## config.mk

```make
export PLATFORM = sky130hd
export DESIGN_NAME = axis_rr_arbiter_flat
export DESIGN_NICKNAME = d
export VERILOG_FILES = /design/src/rtl/axis_rr_arbiter_if.sv /design/src/rtl/axis_rr_arbiter.sv /design/src/flat_wrapper.sv
export SDC_FILE = /design/constraint.sdc
export NUM_CORES = 1
export LEC_CHECK = 0
export ABC_AREA = 0
export ABC_CLOCK_PERIOD_IN_PS = 1900
export CAP_MARGIN = 20
export CELL_PAD_IN_SITES_DETAIL_PLACEMENT = 0
export CELL_PAD_IN_SITES_GLOBAL_PLACEMENT = 1
export CORE_MARGIN = 2
export CORE_UTILIZATION = 34
export CTS_BUF_LIST = sky130_fd_sc_hd__clkbuf_16
export DETAILED_ROUTE_END_ITERATION = 12
export PLACE_DENSITY_LB_ADDON = 0.1
export SYNTH_ARGS = -nofsm -noshare
export SYNTH_HDL_FRONTEND = slang
export SYNTH_SLANG_ARGS = --single-unit
```

## constraint.sdc

```tcl
create_clock -name clk -period 1.9 [get_ports clk]
set_input_delay 0.19 -clock clk [delete_from_list [all_inputs] [get_ports clk]]
set_output_delay 0.19 -clock clk [all_outputs]
set_load 0.05 [all_outputs]
```

## src/rtl/axis_rr_arbiter_if.sv

```systemverilog
// Handshake bundle between one crossbar output port and its arbiter.
// The crossbar side drives per-source valid/last and the downstream ready;
// the arbiter side returns the one-hot grant, its index and the timeout pulse.
interface axis_rr_arbiter_if #(
    parameter int NUM_REQUEST = 4
);
    localparam int IDX_W = $clog2(NUM_REQUEST);

    logic [NUM_REQUEST-1:0] request_i;
    logic [NUM_REQUEST-1:0] s_last_i;
    logic                   m_ready_i;
    logic [NUM_REQUEST-1:0] grant_o;
    logic [IDX_W-1:0]       grant_idx_o;
    logic                   grant_valid_o;
    logic                   timeout_o;

    // Crossbar / source side of the port.
    modport master (
        output request_i,
        output s_last_i,
        output m_ready_i,
        input  grant_o,
        input  grant_idx_o,
        input  grant_valid_o,
        input  timeout_o
    );

    // Arbiter side of the port.
    modport slave (
        input  request_i,
        input  s_last_i,
        input  m_ready_i,
        output grant_o,
        output grant_idx_o,
        output grant_valid_o,
        output timeout_o
    );
endinterface

```

## src/rtl/axis_rr_arbiter.sv

```systemverilog
// Packet-aware round-robin arbiter for one stream crossbar output port.
// A grant is held for a whole packet (until the granted source hands over a
// beat carrying tlast); priority then rotates to the source after the one
// just served. An optional beat limit force-releases runaway packets.
// Re-arbitration happens in the release cycle, so packets go back-to-back.
module axis_rr_arbiter #(
    parameter int NUM_REQUEST = 4,
    parameter int MAX_BEATS   = 256
) (
    input  logic             clk,
    input  logic             rst_n,
    axis_rr_arbiter_if.slave bus
);
    localparam int IDX_W = $clog2(NUM_REQUEST);
    localparam int CNT_W = (MAX_BEATS > 0) ? $clog2(MAX_BEATS + 1) : 1;

    // Highest source index, used for the modulo-N wrap of the pointer.
    localparam logic [IDX_W-1:0] LAST_IDX = IDX_W'(NUM_REQUEST - 1);
    // Counter value seen on the handshake that completes the limit beat.
    localparam logic [CNT_W-1:0] LIMIT_M1 = (MAX_BEATS > 0) ? CNT_W'(MAX_BEATS - 1) : '0;
    localparam bit               LIMIT_EN = (MAX_BEATS > 0);

    typedef enum logic {
        S_IDLE   = 1'b0,
        S_LOCKED = 1'b1
    } state_t;

    // Advance an index by one, wrapping at NUM_REQUEST (works for any N).
    function automatic logic [IDX_W-1:0] wrap_inc(input logic [IDX_W-1:0] idx);
        return (idx == LAST_IDX) ? '0 : idx + 1'b1;
    endfunction

    // One-hot encode a source index.
    function automatic logic [NUM_REQUEST-1:0] to_onehot(input logic [IDX_W-1:0] idx);
        logic [NUM_REQUEST-1:0] v;
        v      = '0;
        v[idx] = 1'b1;
        return v;
    endfunction

    // Rotating first-set search starting at ptr. Scanning from the farthest
    // offset down to offset 0 lets the nearest requester overwrite the rest.
    // Returns {found, index}.
    function automatic logic [IDX_W:0] rr_search(
        input logic [NUM_REQUEST-1:0] req,
        input logic [IDX_W-1:0]       ptr
    );
        logic [IDX_W:0] res;
        int             k;
        res = '0;
        for (int i = NUM_REQUEST - 1; i >= 0; i--) begin
            k = (int'(ptr) + i) % NUM_REQUEST;
            if (req[k]) begin
                res = {1'b1, IDX_W'(k)};
            end
        end
        return res;
    endfunction

    state_t                 r_state;
    state_t                 w_state_nxt;
    logic [NUM_REQUEST-1:0] r_grant;
    logic [NUM_REQUEST-1:0] w_grant_nxt;
    logic [IDX_W-1:0]       r_grant_idx;
    logic [IDX_W-1:0]       w_grant_idx_nxt;
    logic [IDX_W-1:0]       r_prio_ptr;
    logic [IDX_W-1:0]       w_prio_ptr_nxt;
    logic [CNT_W-1:0]       r_beat_cnt;
    logic [CNT_W-1:0]       w_beat_cnt_nxt;
    logic                   r_timeout;
    logic                   w_timeout_nxt;

    logic                   w_hs;
    logic                   w_last;
    logic                   w_rel_last;
    logic                   w_rel_timeout;
    logic                   w_release;
    logic [IDX_W-1:0]       w_arb_ptr;
    logic                   w_win_vld;
    logic [IDX_W-1:0]       w_win_idx;

    // Qualify the granted source's handshake and the two release causes;
    // non-granted sources' valid/last never reach this logic.
    always_comb begin
        w_hs          = bus.request_i[r_grant_idx] & bus.m_ready_i;
        w_last        = bus.s_last_i[r_grant_idx];
        w_rel_last    = (r_state == S_LOCKED) & w_hs & w_last;
        w_rel_timeout = (r_state == S_LOCKED) & w_hs & LIMIT_EN
                      & (r_beat_cnt == LIMIT_M1) & ~w_last;
        w_release     = w_rel_last | w_rel_timeout;
    end

    // Arbitrate from the pointer as it will be after this cycle, so a
    // release hands over to the next winner without a bubble.
    always_comb begin
        w_arb_ptr              = w_release ? wrap_inc(r_grant_idx) : r_prio_ptr;
        {w_win_vld, w_win_idx} = rr_search(bus.request_i, w_arb_ptr);
    end

    // Next-state and register-input logic for the IDLE/LOCKED machine.
    always_comb begin
        w_state_nxt     = r_state;
        w_grant_nxt     = r_grant;
        w_grant_idx_nxt = r_grant_idx;
        w_prio_ptr_nxt  = r_prio_ptr;
        w_beat_cnt_nxt  = r_beat_cnt;
        w_timeout_nxt   = 1'b0;
        case (r_state)
            S_IDLE: begin
                if (w_win_vld) begin
                    w_state_nxt     = S_LOCKED;
                    w_grant_nxt     = to_onehot(w_win_idx);
                    w_grant_idx_nxt = w_win_idx;
                    w_beat_cnt_nxt  = '0;
                end else begin
                    w_grant_nxt     = '0;
                end
            end
            S_LOCKED: begin
                if (w_release) begin
                    w_prio_ptr_nxt = w_arb_ptr;
                    w_timeout_nxt  = w_rel_timeout;
                    w_beat_cnt_nxt = '0;
                    if (w_win_vld) begin
                        // May re-grant the same source if it is the only requester.
                        w_grant_nxt     = to_onehot(w_win_idx);
                        w_grant_idx_nxt = w_win_idx;
                    end else begin
                        w_state_nxt     = S_IDLE;
                        w_grant_nxt     = '0;
                    end
                end else if (w_hs) begin
                    // tvalid gaps and stalls leave both grant and count untouched.
                    w_beat_cnt_nxt = r_beat_cnt + 1'b1;
                end
            end
            default: begin
                w_state_nxt = S_IDLE;
                w_grant_nxt = '0;
            end
        endcase
    end

    // State register; reset drops any grant and restarts priority at source 0.
    always_ff @(posedge clk) begin
        if (!rst_n) begin
            r_state     <= S_IDLE;
            r_grant     <= '0;
            r_grant_idx <= '0;
            r_prio_ptr  <= '0;
            r_beat_cnt  <= '0;
            r_timeout   <= 1'b0;
        end else begin
            r_state     <= w_state_nxt;
            r_grant     <= w_grant_nxt;
            r_grant_idx <= w_grant_idx_nxt;
            r_prio_ptr  <= w_prio_ptr_nxt;
            r_beat_cnt  <= w_beat_cnt_nxt;
            r_timeout   <= w_timeout_nxt;
        end
    end

    assign bus.grant_o       = r_grant;
    assign bus.grant_idx_o   = r_grant_idx;
    assign bus.grant_valid_o = |r_grant;
    assign bus.timeout_o     = r_timeout;
endmodule
```

## src/flat_wrapper.sv

```systemverilog
// flat-port wrapper written by rule: the top's interface ports become plain ports
module axis_rr_arbiter_flat 
#(
    parameter int NUM_REQUEST = 4,
    parameter int MAX_BEATS   = 256
)
  (clk, rst_n, bus_request_i, bus_s_last_i, bus_m_ready_i, bus_grant_o, bus_grant_idx_o, bus_grant_valid_o, bus_timeout_o);
  axis_rr_arbiter_if #(.NUM_REQUEST(NUM_REQUEST)) bus_i ();
  input  logic clk;
  input  logic rst_n;
  input wire logic [$bits(bus_i.request_i)-1:0] bus_request_i;
  input wire logic [$bits(bus_i.s_last_i)-1:0] bus_s_last_i;
  input wire logic [$bits(bus_i.m_ready_i)-1:0] bus_m_ready_i;
  output wire logic [$bits(bus_i.grant_o)-1:0] bus_grant_o;
  output wire logic [$bits(bus_i.grant_idx_o)-1:0] bus_grant_idx_o;
  output wire logic [$bits(bus_i.grant_valid_o)-1:0] bus_grant_valid_o;
  output wire logic [$bits(bus_i.timeout_o)-1:0] bus_timeout_o;
  assign bus_i.request_i = bus_request_i;
  assign bus_i.s_last_i = bus_s_last_i;
  assign bus_i.m_ready_i = bus_m_ready_i;
  assign bus_grant_o = bus_i.grant_o;
  assign bus_grant_idx_o = bus_i.grant_idx_o;
  assign bus_grant_valid_o = bus_i.grant_valid_o;
  assign bus_timeout_o = bus_i.timeout_o;
  axis_rr_arbiter #(.NUM_REQUEST(NUM_REQUEST), .MAX_BEATS(MAX_BEATS)) u_core (.clk(clk), .rst_n(rst_n), .bus(bus_i));
endmodule
```

; ---- Word-level counts from Yosys, hierarchy flattened
; Cells that the tools add are included.
[totals]
register_bits = 19
output_inout_bits = 8
word_cells = 78
[op_classes]
n_addsub = 5
n_lt_le_gt_ge = 7
eq_ne = 5
muxes = 36
bitwise = 11
reduce_logical = 8
[ops]
columns = cell, count
row1 = 9-bit 2-to-1 mux, 3
row2 = 9-bit case mux with 2 select lines, 1
row3 = 1-bit binary-select mux with 2-bit select, 6
row4 = "3-bit by 4-bit < comparator with 1-bit output, second input constant", 3
row5 = 1-bit 2-to-1 mux, 12
row6 = 3-bit 2-to-1 mux, 4
row7 = "9-bit by 1-bit adder with 9-bit output, second input constant", 1
row8 = "9-bit by 8-bit equality test with 1-bit output, second input constant", 1
row9 = "2-bit by 3-bit < comparator with 1-bit output, second input constant", 3
row10 = 2-bit 2-to-1 mux, 4
row11 = 4-bit 2-to-1 mux, 2
row12 = 4-bit case mux with 2 select lines, 1
row13 = 2-bit OR reduction, 3
row14 = 1-bit bitwise AND, 5
row15 = "2-bit by 1-bit adder with 2-bit output, second input constant", 2
row16 = "2-bit adder, second input constant", 2
row17 = 2-bit case mux with 2 select lines, 1
row18 = 2-bit AND reduction, 2
row19 = 4-bit OR reduction, 1
row20 = "1-bit bitwise AND, first input constant", 3
row21 = "3-bit inequality test, second input constant", 1
row22 = 3-bit AND reduction, 1
row23 = 1-bit demux with 2-bit select, 1
row24 = "2-bit equality test, second input constant", 1
row25 = other kinds (7), 8

; ---- Logic depth before layout (Yosys ltp)
; Gate-level depths: netlist (run 1).
[depth]
ltp_word = 25
mapped_depth = 8

; ---- Worst setup path before layout (run 1)
; No wires, ideal clock.
[synth_timing]
path_kind = register to register
start = reg u_core.r_grant_idx[0] (netlist: u_core.bus.grant_idx_o[0])
end = reg u_core.r_grant[1] (netlist: u_core.bus.grant_o[1])
setup_time_ns = 0.131
t_arrival_ns = 2.057
setup_slack_ns = -0.288
stages_incl_launch_ff = 7
path_buffers = 1
period_less_slack_ns = 2.188
path_cell_list = dfxtp_1 buf_6 mux4_2 o211a_1 and4_1 o21ai_1 o22ai_1
[synth_between]
elab_chain_len = 23
[synth_rtl]
columns = item, line
row1 = from (decl), axis_rr_arbiter.sv:64  ; logic [IDX_W-1:0] r_grant_idx;
row2 = from (signal assigned), axis_rr_arbiter.sv:156  ; r_grant_idx <= w_grant_idx_nxt;
row3 = 1-bit binary-select mux with 2-bit select, axis_rr_arbiter.sv:85  ; w_hs = bus.request_i[r_grant_idx] & bus.m_ready_i;
row4 = 1-bit 2-to-1 mux (not written as such), axis_rr_arbiter.sv:85
row5 = 1-bit bitwise AND, axis_rr_arbiter.sv:85
row6 = 1-bit bitwise AND, "axis_rr_arbiter.sv:87, axis_rr_arbiter.sv:88"
row7 = 1-bit bitwise AND (2 in series), axis_rr_arbiter.sv:89  ; & (r_beat_cnt == LIMIT_M1) & ~w_last;
row8 = 1-bit bitwise OR, axis_rr_arbiter.sv:90  ; w_release = w_rel_last | w_rel_timeout;
row9 = 2-bit 2-to-1 mux, axis_rr_arbiter.sv:96  ; w_arb_ptr = w_release ? wrap_inc(r_grant_idx) : r_prio_ptr;
row10 = 2-bit adder, axis_rr_arbiter.sv:52  ; k = (int'(ptr) + i) % NUM_REQUEST;
row11 = [... 3 more ...], --
row12 = 3-bit 2-to-1 mux (4 in series), axis_rr_arbiter.sv:53  ; if (req[k]) begin
row13 = 2-bit by 3-bit < comparator with 1-bit output (not written as such) or 2-bit by 1-bit greater-or-equal comparator with 1-bit output (tied branches), axis_rr_arbiter.sv:37  ; v[idx] = 1'b1;
row14 = 1-bit logical AND (not written as such), axis_rr_arbiter.sv:37
row15 = 1-bit 2-to-1 mux (not written as such), axis_rr_arbiter.sv:37
row16 = 1-bit demux with 2-bit select, --
row17 = 4-bit 2-to-1 mux, "axis_rr_arbiter.sv:110, axis_rr_arbiter.sv:124"
row18 = 4-bit 2-to-1 mux, axis_rr_arbiter.sv:120  ; if (w_release) begin
row19 = 4-bit case mux with 2 select lines, axis_rr_arbiter.sv:108  ; case (r_state)
row20 = to (signal assigned), axis_rr_arbiter.sv:155  ; r_grant <= w_grant_nxt;
row21 = to (decl), axis_rr_arbiter.sv:62  ; logic [NUM_REQUEST-1:0] r_grant;
; Several ways; a longest one is shown, not always the timed one. The select of a mux whose other input is x is not followed.
; A chain may end at the register's enable or synchronous reset.

; ---- Worst setup path after layout (run 1)
[layout_timing]
start = reg u_core.r_grant_idx[0] (netlist: u_core.bus.grant_idx_o[0])
end = reg u_core.r_grant[0] (netlist: u_core.bus.grant_o[0])
; The elaborated chain is that of the path after synthesis.

==> impl_metrics.toml, run 1 <==
[floorplan]
rows = 20
start_util_pct = 35.7
dieHeight_um = 60.6
die_w_um = 60.6
dieArea_um2 = 3680
fp.coreArea_um2 = 3050
ios = 19

[cts]
root_buffer = "clkbuf_16"
clkSinkCount = 19
path_clk_slew_ps = 50
clock_latency_ps = 250
cts_buffer_depth = 2
cts_tree = "built"
ctsHtreeMaxLevel = 1
numCtsBuffers = 3

[synthesis]
ys_seq_area_share_pct = 34.9
synth.distinct_cells = 46
ys.flop_type = "dfxtp_1"
ys_ff_latch = 19
synthCells = 129
synth.most_common_cell = "dfxtp_1"
synth_top_cell_by_area = "dfxtp_1"
async_reset_ff_share_pct = 0
synth.top_cells.by_count = "dfxtp_1 (19), nor2_1 (13), nand2_1 (11)"
yosys.area.top_type_share_pct = 34.9
syn_area_um2 = 1090
ys_top_cells_by_area = "dfxtp_1 (35%), nor2_1 (4.5%), mux4_2 (4.1%)"
ys_warn_count = 0
avgSynthCellArea_um2 = 8.46
synth_edf_count = 0
mappedNetlistNets = 143

[cells_and_area]
drive_gt1_share_pct = 21.8
area_growth_pct = 41.4
finish.instance_area_um2 = 1540
antenna_cells = 0
fill_cells = 309
nNetsFinal = 180

[route]
dr.pass1.iters = 4
drt_iter0_drc = 32
via_count = 1060
wl_mm = 2.63
via_per_inst = 5.07
drcViolationCount = 0
ant_nets = 0
avgRoutedWirePerCell_um = 12.6

[hold_path]
hold_end = "u_core.r_beat_cnt[8]$_SDFFE_PN0P_"
hold_class = "flip-flop to flip-flop"
min_path_cells = 2
holdCritStartpoint = "u_core.r_beat_cnt[8]$_SDFFE_PN0P_"

[sta]
hold_viol_final = 0
fin_crit_sh_pct = 94.1
setup_viol = 0
fmax_mhz = 559
relSlewSlack_pct = 66.8
rsz0062_at_grt = "no"
fin_tns_setup_ps = 0
slew_viol_final = 0
layout_min_cycle_time_ps = 1790
worst_pin_slew_ps = 496
timing.hold.ws_ps = 492
finalClockSkew_ps = 1.57

[place]
dp_hpwl_mm = 2.13
portBuffers = 18
place_congestion = 0.830
place_area_um2 = 1450

[global_routing]
grt_pass1_vias = 975
grtUsageMet1_pct = 22.6
grt_start_max_net_pins = 12
antenna_found_initial = 0
gr-total-overflow = 0
grt_use_met2_pct = 24.1
busiest_layer = "met2"
grtUsageMet3_pct = 4.05
grt_usage_pct = 15.7
grt_pass1_wl_mm = 4.42

[power_and_ir_drop]
peakVddDrop_mv = 0.477
leakage_uw = 0.000568
powerDensity_nw_per_um2 = 713

[critical_path]
r2r_start = "u_core.bus.grant_idx_o[0]$_SDFFE_PN0P_"
end_kind = "flip-flop"
worstSetupStartpointType = "flip-flop"
rrSetupSlack_ps = 110
cp_max_fo = 6
required_ps = 2020
reg2regPathDepth = 4
reg2reg_to = "u_core.bus.grant_o[0]$_SDFFE_PN0N_"
cp.arrival_ps = 1910
crit_type = "flip-flop to flip-flop"

[status]
status = "complete, no violations"

[flow_run]
cap_violations = 0
-- kinds of logic (layout without fill, tap and decap cells) --
| kind of cell | after synthesis | after routing | synth area share, % |
|---|---|---|---|
| DFF | 19 | 19 | 34.9 |
| AOI/OAI and AO/OA | 35 | 35 | 22.8 |
| xor gates and xnor gates | 6 | 6 | 4.82 |
| adders and majority gates | 3 | 3 | 3.44 |
| buffers and inverters | 15 | 51 | 5.96 |
| and+or+nand+nor | 48 | 48 | 23.1 |
| muxes | 3 | 3 | 5.05 |
-- metrics by stage --
stage / worst slack, ps / util, % / cells / total power, µW
6_report: 112 / 50.5 / 209 / 1100
5_1_grt: 7.30 / 50.5 / 209 / 1150
4_1_cts: 46.7 / 50.1 / 209 / 1110
3_5_place_dp: -138 / 47.5 / 205 / 679
3_3_place_gp: -137 / 47.5 / 205 / 677
2_1_floorplan: 5.91 / - / 129 / 580
-- layout by cell type (no fill, tap or decap), types with 4 or more instances in the layout --
| master | instances |
|---|---|
| buf_4 | 19 |
| clkdlybuf4s50_1 | 18 |
| dfxtp_1 | 17 |
| nor2_1 | 13 |
| nand2_1 | 11 |
| inv_1 | 10 |
| o21ai_0 | 7 |
| nor3_1 | 5 |
| xnor2_1 | 5 |
| o22ai_1 | 5 |
| nor2b_1 | 4 |
-- power breakdown --
group          internal, µW  switching (µW)  leakage (µW)
Combinational           113             136      0.000371
Clock                   282             145     0.0000409
Sequential              412            11.5      0.000155
-- sequential cells by signal (all words and copies together), names as in the netlist --
| signal | flops |
|---|---|
| u_core.r_prio_ptr | 2 |
| u_core.bus.grant_o | 4 |
| u_core.r_beat_cnt | 9 |
| u_core.bus.grant_idx_o | 2 |
| u_core.r_state | 1 |
| u_core.bus.timeout_o | 1 |
-- per-layer routing --
metal	part of all wire [%]	up-vias
met5	0	-
met4	0.34	0
met3	5.0	2
met2	43	23
met1	52	495
li1	-	540
-- what timing repair did --
action | CTS | global route
setup endpoints to repair | 0 | 4
hold buffers | 0 | 0
buffers inserted | 0 | 0
gates resized for setup | 0 | 4
-- worst max path at each step --
stage	start	to	slack, ps	cells past startpoint
after global placement	bus_request_i[1]	u_core.bus.grant_o[3]$_SDFFE_PN0N_	-140	6
after global routing	u_core.r_beat_cnt[1]$_SDFFE_PN0P_	u_core.bus.grant_o[1]$_SDFFE_PN0N_	7	9
after floorplan	u_core.bus.grant_idx_o[0]$_SDFFE_PN0P_	u_core.bus.grant_o[1]$_SDFFE_PN0N_	6	6
after CTS	u_core.bus.grant_idx_o[0]$_SDFFE_PN0P_	u_core.bus.grant_o[2]$_SDFFE_PN0N_	50	6
after detailed placement	bus_request_i[0]	u_core.bus.grant_o[0]$_SDFFE_PN0N_	-140	5
final	u_core.bus.grant_idx_o[0]$_SDFFE_PN0P_	u_core.bus.grant_o[0]$_SDFFE_PN0N_	110	4
-- layout make-up --
type | count | area (µm²) | share of cell area (%)
multi-input combinational | 95 | 662 | 42.9
tap | 44 | 55.1 | 3.57
inverter | 10 | 37.5 | 2.43
clock buffer | 3 | 75.1 | 4.87
timing repair buffer | 37 | 323 | 20.9
sequential | 19 | 385 | 25.0
clock inverter | 1 | 5.00 | 0.324
-- worst max-delay path: stages, from the launching register on --
cell     delay, ps
dfxtp_4        390
mux4_2         560
o211a_4        300
o31ai_1        320
o22ai_1        100
(Power assumes the default switching activity.)
==> run 2: changes to the inputs <==
--- a/config.mk
+++ b/config.mk
@@ -14,6 +14,7 @@
 export CORE_UTILIZATION = 34
 export CTS_BUF_LIST = sky130_fd_sc_hd__clkbuf_16
 export DETAILED_ROUTE_END_ITERATION = 12
+export GPL_ROUTABILITY_DRIVEN = 0
 export PLACE_DENSITY_LB_ADDON = 0.1
 export SYNTH_ARGS = -nofsm -noshare
 export SYNTH_HDL_FRONTEND = slang
==> results of run 2 <==
The final DEF is identical to that of run 1; final timing and power are the same.
==> run 3: changes to the inputs <==
--- a/config.mk
+++ b/config.mk
@@ -7,7 +7,7 @@
 export LEC_CHECK = 0
 export ABC_AREA = 0
 export ABC_CLOCK_PERIOD_IN_PS = 1900
-export CAP_MARGIN = 20
+export CAP_MARGIN = 30
 export CELL_PAD_IN_SITES_DETAIL_PLACEMENT = 0
 export CELL_PAD_IN_SITES_GLOBAL_PLACEMENT = 1
 export CORE_MARGIN = 2
==> results of run 3 <==
The final DEF is identical to that of run 1; final timing and power are the same.
